[src/rtl/addtree_pkg.sv]
// Shared widths, constants and state encoding for the adder-tree pipeline driver.
package addtree_pkg;
    localparam int OP_W  = 30;
    localparam int SUM_W = 33;

    localparam logic [15:0]     K0        = 16'hFFFF;
    localparam logic [15:0]     K1        = 16'hABCD;
    localparam logic [OP_W-1:0] LFSR_TAPS = 30'h2000_0029;  // x^30 + x^6 + x^4 + x + 1
    localparam logic [1:0]      SEL_HOLD  = 2'b10;

    typedef enum logic [1:0] {ST_IDLE, ST_ISSUE, ST_DRAIN, ST_DONE} state_t;

    // Constant contribution of the pipeline's second stage: 2*K.
    function automatic logic [SUM_W-1:0] k_term(input logic s);
        return {16'b0, (s ? K1 : K0), 1'b0};
    endfunction
endpackage

[src/rtl/addtree_driver_if.sv]
// Operand/select bus towards the adder-tree pipeline and its returned sum.
interface addtree_driver_if;
    import addtree_pkg::*;

    logic [OP_W-1:0] in1, in2, in3, in4;
    logic [1:0]      sel;
    logic [31:0]     result;
    logic            carry;

    modport master (output in1, in2, in3, in4, sel, input result, carry);
    modport slave  (input in1, in2, in3, in4, sel, output result, carry);
endinterface

[src/rtl/addtree_lfsr30.sv]
// 30-bit Fibonacci LFSR; a zero seed is replaced by 1 so the sequence never locks up.
module addtree_lfsr30
    import addtree_pkg::*;
(
    input  logic            sysclk,
    input  logic            rst,
    input  logic            load,
    input  logic            advance,
    input  logic [OP_W-1:0] seed,
    output logic [OP_W-1:0] state
);
    always_ff @(posedge sysclk) begin
        if (rst)
            state <= OP_W'(1);
        else if (load)
            state <= (seed == '0) ? OP_W'(1) : seed;
        else if (advance)
            state <= {state[OP_W-2:0], ^(state & LFSR_TAPS)};
    end
endmodule

[src/rtl/addtree_driver.sv]
// Drives test vectors into a 2-stage adder-tree pipeline and checks the returned sums.
module addtree_driver
    import addtree_pkg::*;
#(
    parameter int CNT_W = 16
) (
    input  logic               sysclk,
    input  logic               rst,
    input  logic               start,
    input  logic [CNT_W-1:0]   count,
    input  logic [OP_W-1:0]    seed,
    input  logic               pat_mode,
    input  logic [1:0]         sel_mode,
    addtree_driver_if.master   pipe,
    output logic               busy,
    output logic               done,
    output logic               pass,
    output logic [CNT_W-1:0]   err_cnt,
    output logic [CNT_W-1:0]   first_err_idx
);
    state_t state, nxt;

    logic             accept, issue, last, drain_cnt, mismatch;
    logic [CNT_W-1:0] cnt_q, idx;
    logic             pat_q;
    logic [1:0]       smode_q;
    logic [OP_W-1:0]  lfsr;
    logic [OP_W-1:0]  op1, op2, op3, op4;
    logic             sel_now, sel_a;
    logic [SUM_W-1:0] exp_now;

    // Stage 1 lines up with the pipeline's sel stage, stage 2 with its output.
    logic [2:1]                  vld_pipe;
    logic [2:1][SUM_W-1:0]       exp_pipe;
    logic [2:1][CNT_W-1:0]       idx_pipe;

    assign accept = (state == ST_IDLE) && start;
    assign last   = (idx == cnt_q - CNT_W'(1));

    always_ff @(posedge sysclk) begin
        if (rst) state <= ST_IDLE;
        else     state <= nxt;
    end

    always_comb begin
        nxt = state;
        case (state)
            ST_IDLE:  if (start) nxt = (count == '0) ? ST_DRAIN : ST_ISSUE;
            ST_ISSUE: if (last) nxt = ST_DRAIN;
            ST_DRAIN: if (drain_cnt) nxt = ST_DONE;
            ST_DONE:  nxt = ST_IDLE;
            default:  nxt = ST_IDLE;
        endcase
    end

    always_comb begin
        busy  = (state != ST_IDLE);
        done  = (state == ST_DONE);
        issue = (state == ST_ISSUE);
    end

    addtree_lfsr30 u_lfsr (
        .sysclk  (sysclk),
        .rst     (rst),
        .load    (accept),
        .advance (issue),
        .seed    (seed),
        .state   (lfsr)
    );

    always_comb begin
        op1     = '0;
        op2     = '0;
        op3     = '0;
        op4     = '0;
        sel_now = 1'b0;
        if (issue) begin
            if (pat_q) begin
                op1 = '1;
                op2 = '1;
                op3 = '1;
                op4 = '1;
            end else begin
                op1 = lfsr;
                op2 = {lfsr[14:0], lfsr[29:15]};
                op3 = ~lfsr;
                op4 = lfsr ^ OP_W'(idx);
            end
            case (smode_q)
                2'd0: sel_now = 1'b0;
                2'd1: sel_now = 1'b1;
                2'd2: sel_now = idx[0];
                default: sel_now = lfsr[0];
            endcase
        end
    end

    assign exp_now = SUM_W'(op1) + SUM_W'(op2) + SUM_W'(op3) + SUM_W'(op4) + k_term(sel_now);

    assign pipe.in1 = op1;
    assign pipe.in2 = op2;
    assign pipe.in3 = op3;
    assign pipe.in4 = op4;
    assign pipe.sel = vld_pipe[1] ? {1'b0, sel_a} : SEL_HOLD;

    always_ff @(posedge sysclk) begin
        if (rst) begin
            vld_pipe <= '0;
        end else begin
            vld_pipe <= {vld_pipe[1], issue};
        end
        exp_pipe <= {exp_pipe[1], exp_now};
        idx_pipe <= {idx_pipe[1], idx};
        sel_a    <= sel_now;
    end

    assign mismatch = vld_pipe[2] && ({pipe.carry, pipe.result} != exp_pipe[2]);

    always_ff @(posedge sysclk) begin
        if (rst) begin
            cnt_q         <= '0;
            idx           <= '0;
            pat_q         <= 1'b0;
            smode_q       <= 2'd0;
            drain_cnt     <= 1'b0;
            pass          <= 1'b0;
            err_cnt       <= '0;
            first_err_idx <= '0;
        end else if (accept) begin
            cnt_q         <= count;
            idx           <= '0;
            pat_q         <= pat_mode;
            smode_q       <= sel_mode;
            drain_cnt     <= 1'b0;
            pass          <= 1'b1;
            err_cnt       <= '0;
            first_err_idx <= '0;
        end else begin
            if (issue) idx <= idx + CNT_W'(1);
            // DRAIN is always two cycles: exactly the pipeline depth.
            if (state == ST_DRAIN) drain_cnt <= ~drain_cnt;
            if (mismatch) begin
                pass <= 1'b0;
                if (err_cnt == '0) first_err_idx <= idx_pipe[2];
                if (err_cnt != '1) err_cnt <= err_cnt + CNT_W'(1);
            end
        end
    end
endmodule

[src/flat_wrapper.sv]
// flat-port wrapper written by rule: the top's interface ports become plain ports
module addtree_driver_flat import addtree_pkg::*;
#(
    parameter int CNT_W = 16
)
  (sysclk, rst, start, count, seed, pat_mode, sel_mode, busy, done, pass, err_cnt, first_err_idx, pipe_in1, pipe_in2, pipe_in3, pipe_in4, pipe_sel, pipe_result, pipe_carry);
  addtree_driver_if pipe_i ();
  input  logic sysclk;
  input  logic rst;
  input  logic start;
  input  logic [CNT_W-1:0] count;
  input  logic [OP_W-1:0] seed;
  input  logic pat_mode;
  input  logic [1:0] sel_mode;
  output logic busy;
  output logic done;
  output logic pass;
  output logic [CNT_W-1:0] err_cnt;
  output logic [CNT_W-1:0] first_err_idx;
  output wire logic [$bits(pipe_i.in1)-1:0] pipe_in1;
  output wire logic [$bits(pipe_i.in2)-1:0] pipe_in2;
  output wire logic [$bits(pipe_i.in3)-1:0] pipe_in3;
  output wire logic [$bits(pipe_i.in4)-1:0] pipe_in4;
  output wire logic [$bits(pipe_i.sel)-1:0] pipe_sel;
  input wire logic [$bits(pipe_i.result)-1:0] pipe_result;
  input wire logic [$bits(pipe_i.carry)-1:0] pipe_carry;
  assign pipe_in1 = pipe_i.in1;
  assign pipe_in2 = pipe_i.in2;
  assign pipe_in3 = pipe_i.in3;
  assign pipe_in4 = pipe_i.in4;
  assign pipe_sel = pipe_i.sel;
  assign pipe_i.result = pipe_result;
  assign pipe_i.carry = pipe_carry;
  addtree_driver #(.CNT_W(CNT_W)) u_core (.sysclk(sysclk), .rst(rst), .start(start), .count(count), .seed(seed), .pat_mode(pat_mode), .sel_mode(sel_mode), .pipe(pipe_i), .busy(busy), .done(done), .pass(pass), .err_cnt(err_cnt), .first_err_idx(first_err_idx));
endmodule
[config.mk]
export PLATFORM = sky130hd
export DESIGN_NAME = addtree_driver_flat
export DESIGN_NICKNAME = d
export VERILOG_FILES = /design/src/rtl/addtree_pkg.sv /design/src/rtl/addtree_driver_if.sv /design/src/rtl/addtree_lfsr30.sv /design/src/rtl/addtree_driver.sv /design/src/flat_wrapper.sv
export SDC_FILE = /design/constraint.sdc
export NUM_CORES = 1
export LEC_CHECK = 0
export BUFFER_PORTS_ARGS = -buffer_cell sky130_fd_sc_hd__buf_2
export CAP_MARGIN = 20
export CORE_MARGIN = 2
export CORE_UTILIZATION = 62
export CTS_BUF_LIST = sky130_fd_sc_hd__clkbuf_4 sky130_fd_sc_hd__clkbuf_8
export DETAILED_ROUTE_END_ITERATION = 16
export PLACE_DENSITY = 0.86
export SETUP_SLACK_MARGIN = 0.2
export SLEW_MARGIN = 0
export SYNTH_ARGS = -nofsm -noshare
export SYNTH_HDL_FRONTEND = slang
export SYNTH_SLANG_ARGS = --single-unit
[constraint.sdc]
create_clock -name sysclk -period 16.2 [get_ports sysclk]
set_input_delay 3.24 -clock sysclk [delete_from_list [all_inputs] [get_ports sysclk]]
set_output_delay 3.24 -clock sysclk [all_outputs]
set_load 0.05 [all_outputs]
==> results.yml, run 1 <==
setup_path:
  worst-path-buf-inv: 3
  r2r_end: "u_core.exp_pipe[31]$_DFF_P_"
  critPathKind: "flip-flop to flip-flop"
  crit_path_end_kind: "flip-flop"
  crit_chain: "inv_1 > ha_4 > buf_4 > o21a_1 > ha_1 > a21oi_1 > o21bai_1 > a21oi_1 > o21ai_0 > a21boi_0 > xnor2_1 > fa_1 > fa_1 > inv_1 > ha_1 > nand2_1 > o21ai_0 > o311ai_0 > a2111oi_0 > o311ai_0 > a31oi_1 > xor2_1"
  cp_top_family: "compound AO/OA/AOI/OAI gates"
  cp_max_fo: 58
  cp_data_required_time_ns: 16.63
  crit_arrival_ns: 8.28
  r2r_slack_ns: 8.35
  crit_path_top_delay_cell: "o311ai_0"
  max_stage_delay_ns: 0.77
  rr_worst_depth: 22
  crit_path_start_kind: "flip-flop"
  crit-reg2reg-launch: "u_core.state[1]$_SDFFE_PP0P_"
route:
  routed_wl_mm: 34.2
  vias: 10533
  wl_per_cell_um: 18.7
  drt_pass1_iterations: 5
  drt-vias-per-instance: 5.74
  drc: 0
  postRouteAntennaNets: 0
  drtIter0Drc: 809
logic_synthesis:
  synthXorXnorAreaFrac: 0.105
  ys_top_cells_by_area: "dfxtp_1, ha_1, xor2_1"
  synth_top_area_cell: "dfxtp_1"
  synth_top_family_by_area: "compound AO/OA/AOI/OAI gates"
  ys_types: 58
  yosysWarnings: 0
  yosysSeqAreaShare: 0.334
  synth_compound_area_frac: 0.157
  synth_top_area_frac: 0.334
  synth_simple_gate_area_share: 0.140
  yosysMostFrequentCell: "dfxtp_1"
  synthAdderAreaFrac: 0.143
  async_flop_share: 0
  avgSynthCellArea_um2: 8.77
  synthMuxAreaShare: 0.0406
  synth_cells: 1379
  synth_seq_cells: 202
  syn_area_um2: 12100
  synthFlopType: "dfxtp_1"
  synth_common_cells: "dfxtp_1, nor2_1, inv_1"
  synth_edf_count: 0
  synth_nets: 1580
pwr:
  clockPowerShare: 0.144
  ir_drop_uv: 131
  cell_internal_pwr_mw: 1.57
  cellPowerDensity_nw_per_um2: 223
  swShare: 0.488
  leakage_nw: 6.71
  seqPwrFrac: 0.236
  switchingPower_mw: 1.50
  combinationalPowerShare: 0.620
die:
  dieArea_um2: 20600
  placementRows: 51
  floorplan.initialDensity: 0.628
  die_h_um: 144
  coreArea_um2: 19300
  dieWidth_um: 144
  boundaryPins: 242
sta:
  rsz0062_at_grt: "false"
  drv_slew: 0
  finClkSkew_ns: 0.0473
  hold_viol: 0
  relSlewSlack: 0.307
  setup_tns_ns: 0
  final-setup-viol-count: 0
  fin_crit_ns: 7.85
  worst_slew_pin_slew_ns: 1.04
  fmax_mhz: 127
  timing.final.crit_share: 0.485
placed_design:
  dp_hpwl_mm: 26.8
  port_buffers: 241
  dp.cells: 1783
  gp_congestion: 0.972
global_routing:
  grt_pass1_wl_mm: 51.3
  grtUsageTotal: 0.322
  grt.overflow.total: 0
  antenna_found_initial: 0
  grt_pass1_vias: 9756
  grt_max_degree: 78
cts:
  clkTransAtPathRegs_ns: 0.06
  cts_tree: "done"
  cts.repair.resized: 0
  hold_buffers: 0
  numCtsBuffers: 30
  cts_setup_buffers: 0
  clockBufferDepth: 3
  worstSkewPairLatency_ns: 0.59
  cts_max_level: 1
  clockRootBuffer: "clkbuf_8"
  clock-sinks: 202
outcome:
  outcome: "finished, final reports clean"
layout:
  final_nets: 1751
  layout-drive-gt1-share: 0.201
  antenna_cells: 0
  fin_cells: 1836
  syn_to_final_growth_pct: 13.9
hold_path:
  min_to: "u_core.exp_pipe[35]$_DFF_P_"
  hold_path_class: "flip-flop to flip-flop"
  min_delay_path_depth: 0
  holdCritStartpoint: "u_core.exp_pipe[2]$_DFF_P_"
run:
  max-cap-violations: 0
-- worst reg2reg max path: cells and delay by family, from the launching register on --
kind,cells,cell delay (ns)
compound gates,11,3.88
fa+ha+maj,5,2.22
buf+inv,3,0.83
xor+xnor,2,0.37
flops,1,0.33
simple gates,1,0.09
-- power by group through the flow --
stage / registers (mW) / clock network (mW) / logic [mW]
2_1_floorplan: 0.695 / 0 / 1.48
6_report: 0.725 / 0.443 / 1.90
3_5_place_dp: 0.732 / 0 / 1.86
5_1_grt: 0.733 / 0.468 / 2.06
3_3_place_gp: 0.725 / 0 / 1.83
4_1_cts: 0.721 / 0.446 / 1.88
-- cell type report --
| class | instances | area (µm²) |
|---|---|---|
| clock buffers | 47 | 591 |
| clock inverters | 6 | 66.3 |
| fillers | 1493 | 5490 |
| inverters | 106 | 398 |
| multi-input cells | 964 | 7110 |
| flip-flops and latches | 202 | 4040 |
| well taps | 265 | 332 |
| repair buffers | 246 | 1240 |
-- cell usage in the layout (no fill, tap or decap), types with 5 or more instances in the layout --
cell type	count
a211oi_1	33
ha_1	78
o31ai_1	5
xor2_1	85
a21o_1	24
clkbuf_4	9
clkbuf_8	38
buf_2	241
mux2i_1	49
nand4_1	13
xnor2_1	60
a21boi_0	23
dfxtp_1	202
nand2_1	101
nand2b_1	9
nor2_1	112
and3_1	14
o21ai_0	65
nand3_1	20
a21oi_1	73
buf_4	5
o21a_1	34
nor3_1	17
nor2b_1	11
a31oi_1	9
o21bai_1	5
nor4_1	23
inv_1	106
or3_1	12
fa_1	37
-- flip-flops by register name, summed over array words and instances (netlist names) --
| name | flops |
|---|---|
| u_core.u_lfsr.state | 30 |
| u_core.idx_pipe | 32 |
| u_core.vld_pipe | 2 |
| u_core.drain_cnt | 1 |
| u_core.exp_pipe | 66 |
| u_core.err_cnt | 16 |
| u_core.cnt_q | 16 |
| u_core.smode_q | 2 |
| u_core.first_err_idx | 16 |
| u_core.pat_q | 1 |
| u_core.idx | 16 |
| u_core.state | 2 |
| u_core.pass | 1 |
| u_core.sel_a | 1 |
-- how the worst max path moves through the flow --
stage | startpoint | end | slack [ns] | cells past startpoint
after floorplan | u_core.state[1]$_SDFFE_PP0P_ | u_core.exp_pipe[31]$_DFF_P_ | 9.04 | 28
after global placement | u_core.state[1]$_SDFFE_PP0P_ | u_core.exp_pipe[31]$_DFF_P_ | 8.95 | 22
after detailed placement | u_core.state[1]$_SDFFE_PP0P_ | u_core.exp_pipe[31]$_DFF_P_ | 8.49 | 24
after CTS | u_core.state[1]$_SDFFE_PP0P_ | u_core.exp_pipe[31]$_DFF_P_ | 8.44 | 24
after global routing | u_core.state[1]$_SDFFE_PP0P_ | u_core.exp_pipe[31]$_DFF_P_ | 7.77 | 22
final | u_core.state[1]$_SDFFE_PP0P_ | u_core.exp_pipe[31]$_DFF_P_ | 8.35 | 22
-- cell families after synthesis --
group | count (synthesis)
adder cells (fa/ha/maj) | 116
buffers and inverters | 213
AO/OA/AOI/OAI | 296
multiplexers | 49
AND/OR/NAND/NOR | 358
XOR/XNOR | 145
flip-flops | 202
-- per-layer routing --
metal	track usage	wire [µm]
met1	0.422	14400
met5	0	0
met3	0.0490	2600
met4	0.146	1550
met2	0.524	15700
-- through the flow --
stage	util	instance area, µm²	hold WS, ns	total power, mW	setup WS, ns
6_report	0.715	13800	0.307	3.07	8.35
3_5_place_dp	0.681	13100	0.312	2.60	8.49
4_1_cts	0.715	13800	0.313	3.05	8.44
2_1_floorplan	-	12100	0.310	2.17	9.04
3_3_place_gp	0.681	13100	0.310	2.56	8.95
5_1_grt	0.715	13800	0.320	3.26	7.77
Power figures use the tool's default switching activity.
==> run 2: changes to the inputs <==
Settings changed: CORE_UTILIZATION 62 to 52, PLACE_DENSITY 0.86 to 0.77.
Clock period 16.2 ns to 6.9 ns, I/O delays scaled along.
==> run 2 against run 1 <==
Net effect:
- power up 140%
- die area up 19%
- maximum frequency up 22%
- wire length increased by 5.7%
- global-route usage decreased by 3.4 points
- setup slack worse by 7.9 ns
- clock power grew to 2.6 times the previous value
==> results.yml, run 2 (synthesized netlist as in run 1, its figures left out) <==
hold_path:
  min_delay_path_depth: 0
  hold_path_class: "flip-flop to flip-flop"
  min_to: "u_core.exp_pipe[33]$_DFF_P_"
  holdCritStartpoint: "u_core.exp_pipe[0]$_DFF_P_"
setup_path:
  r2r_slack_ns: 0.46
  rr_worst_depth: 26
  cp_max_fo: 27
  crit-reg2reg-launch: "u_core.state[1]$_SDFFE_PP0P_"
  crit_path_start_kind: "flip-flop"
  crit_arrival_ns: 6.80
  crit_path_end_kind: "flip-flop"
  cp_data_required_time_ns: 7.25
  r2r_end: "u_core.exp_pipe[30]$_DFF_P_"
  critPathKind: "flip-flop to flip-flop"
die:
  dieWidth_um: 157
  boundaryPins: 242
  dieArea_um2: 24500
  die_h_um: 157
  coreArea_um2: 22700
  placementRows: 55
  floorplan.initialDensity: 0.533
sta:
  relSlewSlack: 0.417
  fmax_mhz: 155
  rsz0062_at_grt: "false"
  fin_crit_ns: 6.44
  timing.final.crit_share: 0.934
  setup_ws_ns: 0.456
  finClkSkew_ns: 0.0285
  hold_viol: 0
  worst_slew_pin_slew_ns: 0.875
  setup_tns_ns: 0
  final-setup-viol-count: 0
  drv_slew: 0
placed_design:
  port_buffers: 241
  pre_cts_ws_ns: 0.291
  dp_hpwl_mm: 28.5
  gp_congestion: 0.971
layout:
  antenna_cells: 0
  syn_to_final_growth_pct: 17.2
  layout-drive-gt1-share: 0.220
  largest_reg_flops: 66
  nFillCells: 1968
  largestRegisters: "u_core.exp_pipe (66), u_core.idx_pipe (32), u_core.u_lfsr.state (30)"
  regArea_um2: 4040
  multiInputGateArea_um2: 7160
  final_nets: 1777
  layout_common_cells: "buf_2, dfxtp_1, nor2_1"
  regMostFlops: "u_core.exp_pipe"
  final_common_cell: "buf_2"
cts:
  numCtsBuffers: 34
  cts_tree: "done"
  hold_buffers: 0
  clock-sinks: 202
  worstSkewPairLatency_ns: 0.54
  clkTransAtPathRegs_ns: 0.06
  clockRootBuffer: "clkbuf_8"
  clockBufferDepth: 3
  cts_max_level: 2
route:
  vias: 10648
  drt_pass1_iterations: 6
  postRouteAntennaNets: 0
  drc: 0
  routed_wl_mm: 36.2
  drtIter0Drc: 762
  drt-vias-per-instance: 5.65
  wl_per_cell_um: 19.2
pwr:
  cellPowerDensity_nw_per_um2: 528
  ir_drop_uv: 331
  leakage_nw: 6.89
global_routing:
  grt.overflow.total: 0
  grt_max_degree: 79
  grtUsageTotal: 0.288
  grt_pass1_wl_mm: 54.0
  antenna_found_initial: 0
  grt_pass1_vias: 9917
outcome:
  outcome: "finished, final reports clean"
run:
  max-cap-violations: 0
-- run 2: worst max-delay path: stages (launching register included) --
cell	delay, ns
dfxtp_1	0.32
inv_1	0.16
ha_4	0.23
buf_16	0.18
o21a_1	0.30
ha_1	0.44
a21o_1	0.25
a21oi_4	0.22
o21bai_1	0.09
a21oi_1	0.20
nor2_1	0.06
nor2_1	0.18
o21ai_0	0.15
xnor2_1	0.22
fa_1	0.45
inv_1	0.09
fa_1	0.42
ha_1	0.39
a21o_1	0.20
a21o_1	0.18
a21oi_1	0.20
o21ai_0	0.11
and2_1	0.18
or3_1	0.42
a31oi_2	0.25
o21a_1	0.20
o311ai_0	0.14
-- run 2: routing by layer --
layer | routed length [µm] | up-vias | global-route usage
met5 | 0 | - | 0
met4 | 1940 | 0 | 0.158
met3 | 3050 | 110 | 0.0551
met2 | 16300 | 511 | 0.459
met1 | 14900 | 4972 | 0.367
li1 | - | 5055 | -
-- run 2: metrics by stage --
stage	std cells	area (µm²)	util	power [mW]	hold slack (ns)
final	1885	14200	0.624	7.48	0.319
after global routing	1885	14200	0.624	7.98	0.327
after CTS	1882	14100	0.620	7.41	0.322
after detailed placement	1822	13300	0.586	6.22	0.312
after global placement	1822	13300	0.586	6.14	0.311
after floorplan	1379	12100	-	5.10	0.310
-- run 2: area by class of cell --
class	instances	share of cell area
inverter	106	0.0281
clock inverter	7	0.00477
multi-input combinational	964	0.505
timing repair buffer	268	0.103
sequential	202	0.285
tap	285	0.0252
clock buffer	53	0.0484
-- run 2: how the worst max path moves through the flow --
stage                                 start                          end
2_1_floorplan  u_core.state[1]$_SDFFE_PP0P_  u_core.exp_pipe[31]$_DFF_P_
3_3_place_gp   u_core.state[1]$_SDFFE_PP0P_  u_core.exp_pipe[30]$_DFF_P_
3_5_place_dp   u_core.state[1]$_SDFFE_PP0P_  u_core.exp_pipe[30]$_DFF_P_
4_1_cts        u_core.state[1]$_SDFFE_PP0P_  u_core.exp_pipe[30]$_DFF_P_
5_1_grt        u_core.state[1]$_SDFFE_PP0P_  u_core.exp_pipe[31]$_DFF_P_
6_report       u_core.state[1]$_SDFFE_PP0P_  u_core.exp_pipe[30]$_DFF_P_
-- run 2: timing repair --
| action | CTS | global route |
|---|---|---|
| resized for setup | 0 | 13 |
| setup buffers | 0 | 2 |
| endpoints found under the setup margin | 0 | 8 |
-- run 2: report_power, final --
| group | internal, mW | leakage (nW) | total, mW | switching, mW |
|---|---|---|---|---|
| sequential | 1.49 | 1.66 | 1.71 | 0.219 |
| combinational | 1.71 | 4.83 | 4.63 | 2.92 |
| clock | 0.673 | 0.402 | 1.15 | 0.477 |
